$ cat config.mk
export PLATFORM = sky130hd
export DESIGN_NAME = pmod_acl2_spi_responder
export DESIGN_NICKNAME = d
export VERILOG_FILES = /design/src/rtl/pmod_acl2_spi_responder.sv
export SDC_FILE = /design/constraint.sdc
export NUM_CORES = 1
export LEC_CHECK = 0
export CORE_ASPECT_RATIO = 0.9
export CORE_MARGIN = 10
export CORE_UTILIZATION = 55
export DETAILED_ROUTE_END_ITERATION = 16
export PLACE_DENSITY = 0.71
export SLEW_MARGIN = 20
export SYNTH_ARGS = -nofsm -noshare
export SYNTH_HDL_FRONTEND = slang
export SYNTH_SLANG_ARGS = --single-unit
$ cat constraint.sdc
create_clock -name i_clk_20mhz -period 6.3 [get_ports i_clk_20mhz]
set_input_delay 1.26 -clock i_clk_20mhz [delete_from_list [all_inputs] [get_ports i_clk_20mhz]]
set_output_delay 1.26 -clock i_clk_20mhz [all_outputs]
set_load 0.02 [all_outputs]
$ cat src/rtl/pmod_acl2_spi_responder.sv
// ADXL362-style SPI responder (mode 0) for the PMOD ACL2: 0x0A write / 0x0B read,
// 64-byte register map, STATUS/INTMAP driven interrupts and a read snapshot of the sample.
//
// state     | meaning
// ST_IDLE   | csn high, waiting for a transfer
// ST_CMD    | receiving the command byte
// ST_ADDR   | receiving the register address
// ST_IGNORE | unknown command, discard bytes until csn rises
// ST_WDATA  | write burst, one register per byte
// ST_RDATA  | read burst, one register per byte
module pmod_acl2_spi_responder #(
  parameter int          parm_sync_stages = 2,
  parameter logic [7:0]  parm_devid_ad    = 8'hAD
) (
  input  logic        i_clk_20mhz,
  input  logic        i_rst_20mhz_n,
  input  logic        ei_sck,
  input  logic        ei_csn,
  input  logic        ei_copi,
  output logic        eo_cipo_o,
  output logic        eo_cipo_t,
  output logic        eo_int1,
  output logic        eo_int2,
  input  logic [63:0] i_data_3axis_temp,
  input  logic        i_data_valid,
  input  logic        i_evt_act,
  input  logic        i_evt_inact,
  output logic        o_reg_wr,
  output logic [5:0]  o_reg_wr_addr,
  output logic [7:0]  o_reg_wr_data
);

  localparam logic [2:0] ST_IDLE   = 3'd0;
  localparam logic [2:0] ST_CMD    = 3'd1;
  localparam logic [2:0] ST_ADDR   = 3'd2;
  localparam logic [2:0] ST_IGNORE = 3'd3;
  localparam logic [2:0] ST_WDATA  = 3'd4;
  localparam logic [2:0] ST_RDATA  = 3'd5;

  logic [parm_sync_stages-1:0] sck_sync, csn_sync, copi_sync;
  logic       sck_s, csn_s, copi_s, sck_d, csn_d;
  logic       sck_rise, csn_fall, csn_rise, byte_done;
  logic [2:0] state;
  logic [2:0] bit_cnt;
  logic [6:0] rx_sr;
  logic [7:0] rx_byte;
  logic [7:0] tx_sr;
  logic       is_read;
  logic [5:0] addr;
  logic [5:0] rd_cur;
  logic [5:0] rd_addr;
  logic [7:0] rd_data;
  logic [7:0] status, stat_n;
  logic       soft_rst_now;
  logic       wr_in_range;
  logic [7:0] wr_regs [16];
  logic [7:0] shadow  [8];
  logic [7:0] snap    [8];

  assign sck_s  = sck_sync[parm_sync_stages-1];
  assign csn_s  = csn_sync[parm_sync_stages-1];
  assign copi_s = copi_sync[parm_sync_stages-1];

  assign sck_rise  = sck_s & ~sck_d;
  assign csn_fall  = ~csn_s & csn_d;
  assign csn_rise  = csn_s & ~csn_d;
  assign rx_byte   = {rx_sr, copi_s};
  assign byte_done = sck_rise && (bit_cnt == 3'd7) && (state != ST_IDLE);

  assign eo_cipo_o = (state == ST_RDATA) & tx_sr[7];
  assign eo_cipo_t = csn_s;

  assign soft_rst_now = csn_rise && (wr_regs[0] == 8'h52);
  assign wr_in_range  = (addr >= 6'h1F) && (addr <= 6'h2E);

  // The address byte itself selects the first read register, later bytes use the counter.
  assign rd_addr = (state == ST_ADDR) ? rx_byte[5:0] : addr;

  always_comb begin
    rd_data = 8'h00;
    if (rd_addr == 6'h00)                              rd_data = parm_devid_ad;
    else if (rd_addr == 6'h01)                         rd_data = 8'h1D;
    else if (rd_addr == 6'h02)                         rd_data = 8'hF2;
    else if (rd_addr == 6'h03)                         rd_data = 8'h01;
    else if (rd_addr == 6'h0B)                         rd_data = status;
    else if (rd_addr >= 6'h0E && rd_addr <= 6'h15)     rd_data = snap[3'(rd_addr[2:0] + 3'd2)];
    else if (rd_addr >= 6'h1F && rd_addr <= 6'h2E)     rd_data = wr_regs[4'(rd_addr[3:0] + 4'd1)];
  end

  // Clears are applied before sets so a same-cycle event is never lost.
  always_comb begin
    stat_n = status;
    if (soft_rst_now) stat_n = 8'h00;
    if (byte_done && state == ST_RDATA && rd_cur == 6'h0B) stat_n[5:4] = 2'b00;
    if (byte_done && state == ST_RDATA && rd_cur == 6'h15) stat_n[0] = 1'b0;
    if (i_data_valid) stat_n[0] = 1'b1;
    if (i_evt_act) begin
      stat_n[4] = 1'b1;
      stat_n[6] = 1'b1;
    end
    if (i_evt_inact) begin
      stat_n[5] = 1'b1;
      stat_n[6] = 1'b0;
    end
  end

  always_ff @(posedge i_clk_20mhz) begin
    if (!i_rst_20mhz_n) begin
      sck_sync      <= '0;
      csn_sync      <= '1;
      copi_sync     <= '0;
      sck_d         <= 1'b0;
      csn_d         <= 1'b1;
      state         <= ST_IDLE;
      bit_cnt       <= 3'd0;
      rx_sr         <= 7'd0;
      tx_sr         <= 8'd0;
      is_read       <= 1'b0;
      addr          <= 6'd0;
      rd_cur        <= 6'd0;
      status        <= 8'd0;
      eo_int1       <= 1'b0;
      eo_int2       <= 1'b0;
      o_reg_wr      <= 1'b0;
      o_reg_wr_addr <= 6'd0;
      o_reg_wr_data <= 8'd0;
      for (int i = 0; i < 16; i++) wr_regs[i] <= 8'h00;
      for (int i = 0; i < 8; i++) begin
        shadow[i] <= 8'h00;
        snap[i]   <= 8'h00;
      end
    end else begin
      sck_sync  <= {sck_sync[parm_sync_stages-2:0], ei_sck};
      csn_sync  <= {csn_sync[parm_sync_stages-2:0], ei_csn};
      copi_sync <= {copi_sync[parm_sync_stages-2:0], ei_copi};
      sck_d     <= sck_s;
      csn_d     <= csn_s;
      o_reg_wr  <= 1'b0;
      status    <= stat_n;
      eo_int1   <= (|(status[6:0] & wr_regs[11][6:0])) ^ wr_regs[11][7];
      eo_int2   <= (|(status[6:0] & wr_regs[12][6:0])) ^ wr_regs[12][7];

      if (i_data_valid)
        for (int i = 0; i < 8; i++) shadow[i] <= i_data_3axis_temp[63-8*i -: 8];

      if (csn_fall) begin
        state   <= ST_CMD;
        bit_cnt <= 3'd0;
        tx_sr   <= 8'd0;
        for (int i = 0; i < 8; i++) snap[i] <= shadow[i];
      end else if (csn_rise) begin
        state   <= ST_IDLE;
        bit_cnt <= 3'd0;
        tx_sr   <= 8'd0;
        if (soft_rst_now)
          for (int i = 0; i < 16; i++) wr_regs[i] <= 8'h00;
      end else if (state != ST_IDLE && sck_rise) begin
        bit_cnt <= bit_cnt + 3'd1;
        rx_sr   <= rx_byte[6:0];
        tx_sr   <= {tx_sr[6:0], 1'b0};
        if (bit_cnt == 3'd7) begin
          case (state)
            ST_CMD: begin
              is_read <= (rx_byte == 8'h0B);
              state   <= (rx_byte == 8'h0A || rx_byte == 8'h0B) ? ST_ADDR : ST_IGNORE;
            end
            ST_ADDR: begin
              if (is_read) begin
                state  <= ST_RDATA;
                tx_sr  <= rd_data;
                rd_cur <= rx_byte[5:0];
                addr   <= rx_byte[5:0] + 6'd1;
              end else begin
                state <= ST_WDATA;
                addr  <= rx_byte[5:0];
              end
            end
            ST_WDATA: begin
              if (wr_in_range) begin
                wr_regs[4'(addr[3:0] + 4'd1)] <= rx_byte;
                o_reg_wr      <= 1'b1;
                o_reg_wr_addr <= addr;
                o_reg_wr_data <= rx_byte;
              end
              addr <= addr + 6'd1;
            end
            ST_RDATA: begin
              tx_sr  <= rd_data;
              rd_cur <= addr;
              addr   <= addr + 6'd1;
            end
            default: ;
          endcase
        end
      end
    end
  end

endmodule
; ---- Yosys cells after proc, flatten, opt, wreduce, memory -nomap -nowiden
; Memories as Yosys holds them, arrays and structs flattened.
; Cells that the tools add are included.
[op_classes]
n_eq_ne = 15
bitwise = 46
mux = 84
n_lt_le_gt_ge = 6
addsub = 6
n_reduce_logical = 36
[op_table]
columns = cell, n
row1 = $mux 8, 42
row2 = $mux 1, 32
row3 = $or 1x1->1, 32
row4 = $pmux 6 s2, 2
row5 = $mux 6, 3
row6 = $reduce_bool 3->1, 6
row7 = $eq 8x4->1 const B, 2
row8 = $pmux 8 s2, 1
row9 = $and 7x7->7, 2
row10 = $reduce_or 7->1, 2
row11 = $add 6x1->6 const B, 2
row12 = $eq 6x2->1 const B, 2
row13 = $eq 6x4->1 const B, 2
row14 = $ge 6x5->1 const B, 2
row15 = $le 6x6->1 const B, 2
row16 = $reduce_and 6->1, 2
row17 = $logic_and 1x1->1, 10
row18 = $reduce_and 5->1, 2
row19 = $eq 3x3->1 const B, 3
row20 = $reduce_and 3->1, 3
row21 = $add 4x1->4 const B, 2
row22 = $eq 8x7->1 const B, 1
row23 = $reduce_bool 2->1, 4
row24 = $reduce_or 8->1, 1
row25 = other kinds (21), 31
[totals]
mem_bits_rw = 256
reg_bits = 63
mem_count = 3
out_inout_bits = 19
[memory_table]
columns = name, words, word_bits, rd, rd_ports_with_merged_regs, wr, line
row1 = wr_regs, 16, 8, 4, 0, 16, 56  ; logic [7:0] wr_regs [16];
row2 = shadow, 8, 8, 8, 0, 8, 57  ; logic [7:0] shadow [8];
row3 = snap, 8, 8, 1, 0, 8, 58  ; logic [7:0] snap [8];

; ---- Longest topological paths before layout
; Gate-level depths: netlist of run 1.
[depth]
word_depth = 14
mapped_depth = 12
depth_no_buf = 9

; ---- Worst setup path after synthesis of run 1
; Ideal clock, no wire load.
[synth_path]
path_kind = input -> register
from = input i_rst_20mhz_n
to = memory shadow[0][0], enable pin
arrival_ns = 2.862
path_slack_ns = 2.743
required_ns = 5.605
cell_stages = 3
cell_sequence = clkbuf_1 -> clkbuf_1 -> nand2b_1
[synth_lines]
columns = item, line
row1 = from (decl), 16  ; input logic i_rst_20mhz_n,
row2 = to (decl), 57

; ---- Worst setup path in the final report of run 1
[layout_path]
from = register state[2]
to = output eo_cipo_o
[layout_between]
elab_chain_len = 2
[layout_lines]
columns = item, line
row1 = from (decl), 43  ; logic [2:0] state;
row2 = from (signal assigned), 165  ; state <= (rx_byte == 8'h0A || rx_byte == 8'h0B) ? ST_ADDR : ST_IGNORE;
row3 = $eq 3x3->1, 70  ; assign eo_cipo_o = (state == ST_RDATA) & tx_sr[7];
row4 = $and 1x1->1, 70
row5 = to (decl), 20  ; output logic eo_cipo_o,
; No other way between the ends.

==> out/results.tsv, run 1 <==
stage	metric	value	unit
status	status	complete, no violations	
sta	max frequency	248	MHz
cts	deepest clock path buffer count	3	
grt	pin count of the biggest net entering global routing	88	
synth	post-synthesis register bit count	319	
synth	post-synth top area share	51.6	%
drt	Wirelength per Cell	23.2	um
drt	drt drc	0	
setup_path	CP endpoint kind	output pin	
cts	CTS Hold Bufs	0	
cts	# Post-CTS Setup Buffers	0	
cts	Reg clk slew, reported paths	70	ps
sta	worst slew pin tran	1090	ps
layout	Non-Filler Instances	1723	
layout	Final nets	1427	
drt	DR vias	10800	
synth	synthesized cell area	14900	um2
drt	drt pass-1 iters	6	
cts	CTS resizes	0	
sta	unrepaired setup endpoints after global routing	false	
synth	adder-cell area share of the yosys netlist	0.923	%
synth	most frequent cell after synthesis	edfxtp_1	
synth	async set or reset register ratio after synthesis	0	%
grt	initial antenna violation count	0	
synth	Post-Synth Simple-Gate Area	20.5	%
drt	drt via density	6.26	
synth	synth top area cells	edfxtp_1 (52%), dfxtp_1 (8.5%), and3_1 (7.8%)	
drt	post-route ant nets	0	
grt	remaining global-route overflow	0	
synth	Syn Nets	1390	
placement	PortBufs	90	
hold_path	HP Class	flip-flop to flip-flop	
floorplan	Die Span Y	176	um
pwr	Final Power	0.00471	W
synth	Post-synth EDFFs	256	
grt	met1 usage	32.9	%
pwr	Peak VDD IR	0.236	mV
grt	met3 usage	4.02	%
synth	Synth Area in XOR/XNOR	1.18	%
synth	post-synthesis mux area share	5.31	%
drt	initial DRC count	1370	
synth	post-synthesis compound-gate area fraction	8.40	%
sta	Post-Route Setup TNS	0	ps
setup_path	Critical Path RT	5040	ps
layout	layout cells sized above 1	8.69	%
synth	top cells by count, synth	edfxtp_1 (256), and3_1 (185), nand2_1 (155)	
job	max_cap viols	0	
sta	Slew Limit Fails	0	
floorplan	Die Wd	194	um
cts	CTS Sinks	319	
grt	GRT busiest layer	met2	
floorplan	area of the die	34100	um2
placement	Final Wtd Congestion	0.909	
synth	Gate Count Post-Synth	1307	
setup_path	CP Max Fanout	13	
pwr	pwr dens	275	nW/um2
floorplan	row cnt	57	
cts	H-tree depth	1	
placement	HPWL Detailed	26200	um
grt	gr usage total	22.6	%
sta	Setup violations, final	0	
sta	min Tclk post-route	4030	ps
sta	Final Hold Violating Endpoints	0	
floorplan	Initial Util	55.6	%
layout	Core Util, Final	63.9	%
floorplan	Core ar.	26800	um2
grt	GR Layer Usage met2	33.9	%
synth	Warnings, synthesis	0	
layout	# diodes	0	
cts	clock root buffer	clkbuf_16	
drt	final wirelength	40000	um
synth	post-synthesis average cell area	11.4	um2
synth	main combinational cell family by area after synthesis	simple AND/OR/NAND/NOR gates	
setup_path	Crit Path Category	flip-flop to output pin	
sta	Slew HR	26.5	%
floorplan	I/O pins	91	
layout	area grow syn2layout	15.0	%
sta	Clock Skews	25.6	ps
synth	sequential area share after synthesis	60.0	%
cts	clock buffers created by TritonCTS	31	
cts	clk_lat worst skew	580	ps
grt	global-route wire length before repair	61600	um
setup_path	crit path DAT	2770	ps
placement	total placed cells including tap cells	1665	
cts	CTS tree	built	
grt	vias in the first global route	10400	
pwr	Leakage	6.82	nW
setup_path	CP startpoint kind	flip-flop	
sta	Hold Slack	409	ps
synth	Most used DFF post-synth	edfxtp_1	
synth	post-synth top area cell	edfxtp_1	
sta	final period utilization	64.0	%
synth	Synth cell types	72	
==> kinds of logic (layout without fill, tap and decap cells) <==
group | Yosys count | in the layout
mux | 61 | 61
buf+inv | 133 | 195
flops | 319 | 319
compound gates | 181 | 181
fa+ha+maj | 11 | 11
xor+xnor | 17 | 17
simple gates | 585 | 585
==> state kept, by name (all words and copies together) (netlist names) <==
| name | flops |
|---|---|
| is_read | 1 |
| eo_int1 | 1 |
| bit_cnt | 3 |
| status | 4 |
| wr_regs | 128 |
| tx_sr | 8 |
| csn_d | 1 |
| sck_sync | 2 |
| eo_int2 | 1 |
| state | 3 |
| copi_sync | 2 |
| csn_sync | 2 |
| o_reg_wr | 1 |
| o_reg_wr_addr | 6 |
| rd_cur | 6 |
| addr | 6 |
| shadow | 64 |
| o_reg_wr_data | 8 |
| rx_sr | 7 |
| snap | 64 |
| sck_d | 1 |
==> per-layer routing <==
metal	vias to the layer above	part of all wire (%)
met5	-	0
met4	0	2.6
met3	70	10
met2	630	44
met1	5188	43
li1	4891	-
==> worst paths after layout <==
path,startpoint,to,slack (ps),cells after the start
max reg2reg,state[0]$_SDFFE_PN0P_,tx_sr[2]$_SDFFE_PP0P_,2500,8
max,state[2]$_SDFFE_PP0P_,eo_cipo_o,2270,3
min,csn_sync[0]$_SDFF_PN1_,csn_sync[1]$_SDFF_PN1_,410,1
min reg2reg,csn_sync[0]$_SDFF_PN1_,csn_sync[1]$_SDFF_PN1_,410,1
==> metrics by stage <==
step	area, um2	worst slack, ps
6_report	17100	2270
5_1_grt	17100	2110
4_1_cts	17100	2270
3_5_place_dp	16000	2050
3_3_place_gp	16000	2270
2_1_floorplan	14900	2740
==> power by group <==
| group | total, W | internal [W] | switching, W |
|---|---|---|---|
| logic | 0.000189 | 0.0000814 | 0.000107 |
| registers | 0.00242 | 0.00238 | 0.0000474 |
| clock network | 0.00210 | 0.00127 | 0.000826 |
==> worst max-delay path, stage by stage, from the launching register on <==
cell	delay, ps
dfxtp_1	500
nor2b_1	770
and3_1	300
clkdlybuf4s50_1	620
==> layout make-up <==
type	instances	area, um2
clock buffers	33	783
clock inverters	25	374
fillers	2134	9670
inverters	21	78.8
multi-input cells	855	5420
flip-flops and latches	319	8950
well taps	354	443
repair buffers	116	1090
==> placed cells by master (no fill, tap or decap), drive strengths merged, types with 10 or more instances in the layout <==
| cell | instances |
|---|---|
| mux4 | 11 |
| mux2 | 10 |
| buf | 27 |
| nand2 | 155 |
| a21oi | 62 |
| clkdlybuf4s50 | 89 |
| ha | 11 |
| and2 | 68 |
| nor2 | 81 |
| nand2b | 13 |
| o21ai | 19 |
| clkbuf | 33 |
| edfxtp | 256 |
| dfxtp | 63 |
| mux2i | 40 |
| a211oi | 14 |
| a32oi | 10 |
| and3 | 185 |
| nand3 | 37 |
| inv | 20 |
| clkinv | 13 |
Note: power is estimated with default switching activity, not from simulation.
==> run 2: changes to the inputs <==
CORE_UTILIZATION = 54   (was 55)
PLACE_DENSITY = 0.72   (was 0.71)
clock period = 3.5 ns   (was 6.3 ns; I/O delays follow)
==> out/results.tsv, run 2 (synthesis results as in run 1) <==
stage	metric	value	unit
grt	remaining global-route overflow	0	
cts	CTS resizes	0	
pwr	pwr dens	467	nW/um2
floorplan	I/O pins	91	
pwr	Leakage	6.92	nW
grt	pin count of the biggest net entering global routing	74	
job	max_cap viols	0	
cts	clk_lat worst skew	510	ps
layout	register name with the most flops	wr_regs	
drt	drt drc	0	
sta	final period utilization	93.5	%
floorplan	Die Span Y	178	um
setup_path	CP Max Fanout	21	
floorplan	row cnt	57	
cts	Reg clk slew, reported paths	60	ps
layout	most frequent cells in the layout	edfxtp_1 (256), and3_1 (185), nand2_1 (155), clkdlybuf4s50_1 (89), nor2_1 (81)	
placement	PortBufs	90	
sta	unrepaired setup endpoints after global routing	false	
grt	vias in the first global route	10300	
placement	HPWL Detailed	26900	um
setup_path	Critical Path RT	3950	ps
drt	post-route ant nets	0	
drt	drt via density	6.17	
pwr	Peak VDD IR	0.349	mV
status	status	complete, no violations	
grt	gr usage total	22.4	%
sta	min Tclk post-route	3270	ps
cts	CTS tree	built	
cts	H-tree depth	2	
floorplan	Die Wd	195	um
layout	# diodes	0	
layout	area grow syn2layout	15.8	%
setup_path	CP startpoint kind	flip-flop	
layout	layout cells sized above 1	9.74	%
drt	DR vias	10800	
sta	max frequency	306	MHz
drt	initial DRC count	1281	
floorplan	Initial Util	55.0	%
cts	clock root buffer	clkbuf_16	
cts	CTS Hold Bufs	0	
sta	Post-Route Setup TNS	0	ps
layout	Final nets	1456	
sta	Setup violations, final	0	
sta	Slew HR	41.1	%
cts	CTS Sinks	319	
sta	Slew Limit Fails	0	
grt	initial antenna violation count	0	
floorplan	Core ar.	27100	um2
drt	drt pass-1 iters	6	
sta	Hold Slack	410	ps
drt	Wirelength per Cell	22.8	um
cts	# Post-CTS Setup Buffers	0	
grt	global-route wire length before repair	61300	um
sta	worst slew pin tran	883	ps
setup_path	CP endpoint kind	flip-flop	
cts	deepest clock path buffer count	3	
setup_path	Crit Path Category	flip-flop to flip-flop	
sta	Clock Skews	9.60	ps
hold_path	HP Class	flip-flop to flip-flop	
sta	Final Hold Violating Endpoints	0	
layout	max reg flops	128	
layout	commonest non-fill, non-tap cell in the layout	edfxtp_1	
drt	final wirelength	39800	um
layout	largest registers	wr_regs: 128 flops, shadow: 64 flops, snap: 64 flops	
floorplan	area of the die	34700	um2
placement	Final Wtd Congestion	0.952	
setup_path	crit path DAT	3720	ps
cts	clock buffers created by TritonCTS	34	
## run 2: cell types whose count changed in the layout (fill, tap and decap cells not counted), moves of 2 or more
cell        before  now
buf_12           0    4
buf_4           27   49
clkbuf_16       31   37
clkinvlp_4       4    1
bufinv_16        9    0
clkbuf_1         2   11
clkbuf_2         0    2
## run 2: worst paths after layout
path / startpoint / end / slack (ps) / cells after the start
setup / recovery: addr[2]$_SDFFE_PN0P_ / tx_sr[4]$_SDFFE_PP0P_ / 230 / 7
hold / removal: csn_sync[0]$_SDFF_PN1_ / csn_sync[1]$_SDFF_PN1_ / 410 / 1
setup reg to reg: addr[2]$_SDFFE_PN0P_ / tx_sr[4]$_SDFFE_PP0P_ / 230 / 7
hold reg to reg: csn_sync[0]$_SDFF_PN1_ / csn_sync[1]$_SDFF_PN1_ / 410 / 1
## run 2: per-layer routing
layer / up-vias / GRT usage (%) / part of all wire (%)
li1: 4937 / - / -
met1: 5209 / 31.9 / 44
met2: 590 / 34.3 / 45
met3: 73 / 4.47 / 9.5
met4: 0 / 5.98 / 2.1
met5: - / 0 / 0
## run 2: cell type report
class,instances,area (um2)
tap,354,443
clock inverter,10,47.5
clock buffer,50,977
sequential,319,8950
inverter,21,78.8
multi-input combinational,855,5420
fill,2100,9850
timing repair buffer,142,1340
## run 2: where the power goes
part / internal, W / switching (W) / leakage (nW)
Clock: 0.00194 / 0.00142 / 0.503
Combinational: 0.000152 / 0.000195 / 3.23
Sequential: 0.00428 / 0.0000753 / 3.19
## run 2: critical path, stage by stage (launching register included)
cell and delay, ps:
dfxtp_1 830, a21bo_2 290, nand3_1 90, and2_1 670, mux2i_1 180, mux4_1 610
a21oi_1 360, a21o_1 160
## run 2: metrics by stage
step                worst slack [ps]  utilization, %  area, um2  cells  power [W]
floorplan                        503               -      14900   1307    0.00458
finish                           229            63.7      17300   1751    0.00805
detailed placement               402            59.9      16200   1691    0.00478
global route                     134            63.7      17300   1751    0.00827
CTS                              349            63.7      17300   1751    0.00808
global placement                 472            59.9      16200   1691    0.00477
==> run 3: changes to the inputs <==
CORE_UTILIZATION = 55   (was 54)
PLACE_DENSITY = 0.71   (was 0.72)
clock period = 3.4 ns   (was 3.5 ns; I/O delays follow)
==> out/results.tsv, run 3 (synthesis results as in run 1) <==
stage	metric	value	unit
sta	max frequency	320	MHz
grt	initial antenna violation count	1	
sta	Slew Limit Fails	0	
drt	drt drc	0	
sta	Post-Route Setup TNS	0	ps
placement	HPWL Detailed	28100	um
floorplan	Die Wd	194	um
setup_path	CP bufs+invs	0	
placement	placed cell area	16400	um2
setup_path	Crit Path Category	flip-flop to flip-flop	
cts	clock buffers created by TritonCTS	35	
cts	clock root buffer	clkbuf_16	
setup_path	Slowest-stage cell, CP	and2_1	
job	max_cap viols	0	
pwr	Pint	0.00675	W
hold_path	Worst Hold Depth	1	
floorplan	I/O pins	91	
layout	Core Util, Final	65.4	%
cts	Reg clk slew, reported paths	60	ps
setup_path	crit path DAT	3590	ps
drt	drt via density	6.14	
setup_path	Reg2Reg Depth	7	
floorplan	row cnt	57	
setup_path	CP endpoint kind	flip-flop	
drt	initial DRC count	1272	
pwr	Peak VDD IR	0.454	mV
sta	final period utilization	91.9	%
cts	CTS Hold Bufs	0	
drt	Wirelength per Cell	23.4	um
setup_path	CP Cell Sequence	or3b_1, nand3_1, and2_1, mux2i_1, mux4_1, a21oi_1, a21o_1	
placement	Final Wtd Congestion	0.906	
sta	min Tclk post-route	3130	ps
pwr	Clock Power Share	43.0	%
sta	unrepaired setup endpoints after global routing	false	
layout	layout cells sized above 1	11.7	%
drt	DR vias	11000	
hold_path	HP Class	flip-flop to flip-flop	
cts	CTS Sinks	319	
layout	max reg flops	128	
cts	CTS tree	built	
cts	deepest clock path buffer count	3	
grt	pin count of the biggest net entering global routing	65	
sta	worst slew pin tran	893	ps
drt	post-route ant nets	0	
sta	Slew HR	40.5	%
sta	Clock Skews	18.1	ps
layout	# diodes	0	
sta	Setup violations, final	0	
cts	H-tree depth	2	
pwr	pwr dens	487	nW/um2
drt	final wirelength	41700	um
pwr	switching part of the total	21.1	%
layout	post-route cell area	17500	um2
pwr	NetSw	0.00180	W
floorplan	area of the die	34100	um2
setup_path	slowest stage delay, CP	670	ps
grt	remaining global-route overflow	0	
layout	largest registers	wr_regs: 128 flops, shadow: 64 flops, snap: 64 flops	
setup_path	cell family with most CP delay	simple AND/OR/NAND/NOR gates	
cts	CTS resizes	0	
pwr	Leakage	7.09	nW
cts	# Post-CTS Setup Buffers	0	
layout	register name with the most flops	wr_regs	
layout	area grow syn2layout	17.7	%
pwr	Sequential Power Share	52.5	%
grt	global-route wire length before repair	64100	um
cts	clk_lat worst skew	510	ps
grt	gr usage total	23.8	%
setup_path	CP startpoint kind	flip-flop	
placement	PortBufs	90	
grt	vias in the first global route	10700	
setup_path	CP Depth	7	
layout	most frequent cells in the layout	edfxtp_1 (256), and3_1 (185), nand2_1 (155), clkdlybuf4s50_1 (89), nor2_1 (81)	
status	status	complete, no violations	
setup_path	Critical Path RT	3860	ps
floorplan	Core ar.	26800	um2
layout	commonest non-fill, non-tap cell in the layout	edfxtp_1	
setup_path	CP Max Fanout	14	
sta	Final Hold Violating Endpoints	0	
floorplan	Die Span Y	176	um
drt	drt pass-1 iters	5	
pwr	Gate power share	4.5	%
floorplan	Initial Util	55.6	%
layout	Final nets	1486	
==> run 3: per-layer routing <==
metal | routed length [um] | global-route usage [%] | up-vias
li1 | - | - | 4999
met1 | 18100 | 34.5 | 5343
met2 | 18800 | 35.7 | 538
met3 | 4160 | 5.54 | 68
met4 | 734 | 5.42 | 2
met5 | 8 | 0 | -
==> run 3: stage by stage <==
step	hold slack (ps)	instances	power [W]	setup slack [ps]
6_report	407	1782	0.00855	274
4_1_cts	411	1782	0.00858	362
2_1_floorplan	386	1307	0.00472	423
5_1_grt	433	1782	0.00877	199
3_5_place_dp	397	1720	0.00495	380
3_3_place_gp	391	1720	0.00494	493
==> run 3: path summary, 6_finish.rpt <==
path	from	endpoint	slack (ps)
min reg2reg	csn_sync[0]$_SDFF_PN1_	csn_sync[1]$_SDFF_PN1_	410
max reg2reg	state[1]$_SDFFE_PP0P_	tx_sr[4]$_SDFFE_PP0P_	270
min	csn_sync[0]$_SDFF_PN1_	csn_sync[1]$_SDFF_PN1_	410
max	state[1]$_SDFFE_PP0P_	tx_sr[4]$_SDFFE_PP0P_	270
==> run 3: layout make-up <==
type | count | area [um2]
inverters | 21 | 78.8
well taps | 354 | 443
multi-input cells | 855 | 5420
flip-flops and latches | 319 | 8950
repair buffers | 171 | 1560
fillers | 2074 | 9270
clock inverters | 17 | 164
clock buffers | 45 | 933
==> run 3: power groups by stage <==
stage	registers (W)	logic, W	clock network, W
finish	0.00449	0.000389	0.00368
global route	0.00450	0.000423	0.00385
CTS	0.00448	0.000389	0.00370
detailed placement	0.00456	0.000386	0
global placement	0.00456	0.000379	0
floorplan	0.00452	0.000192	0
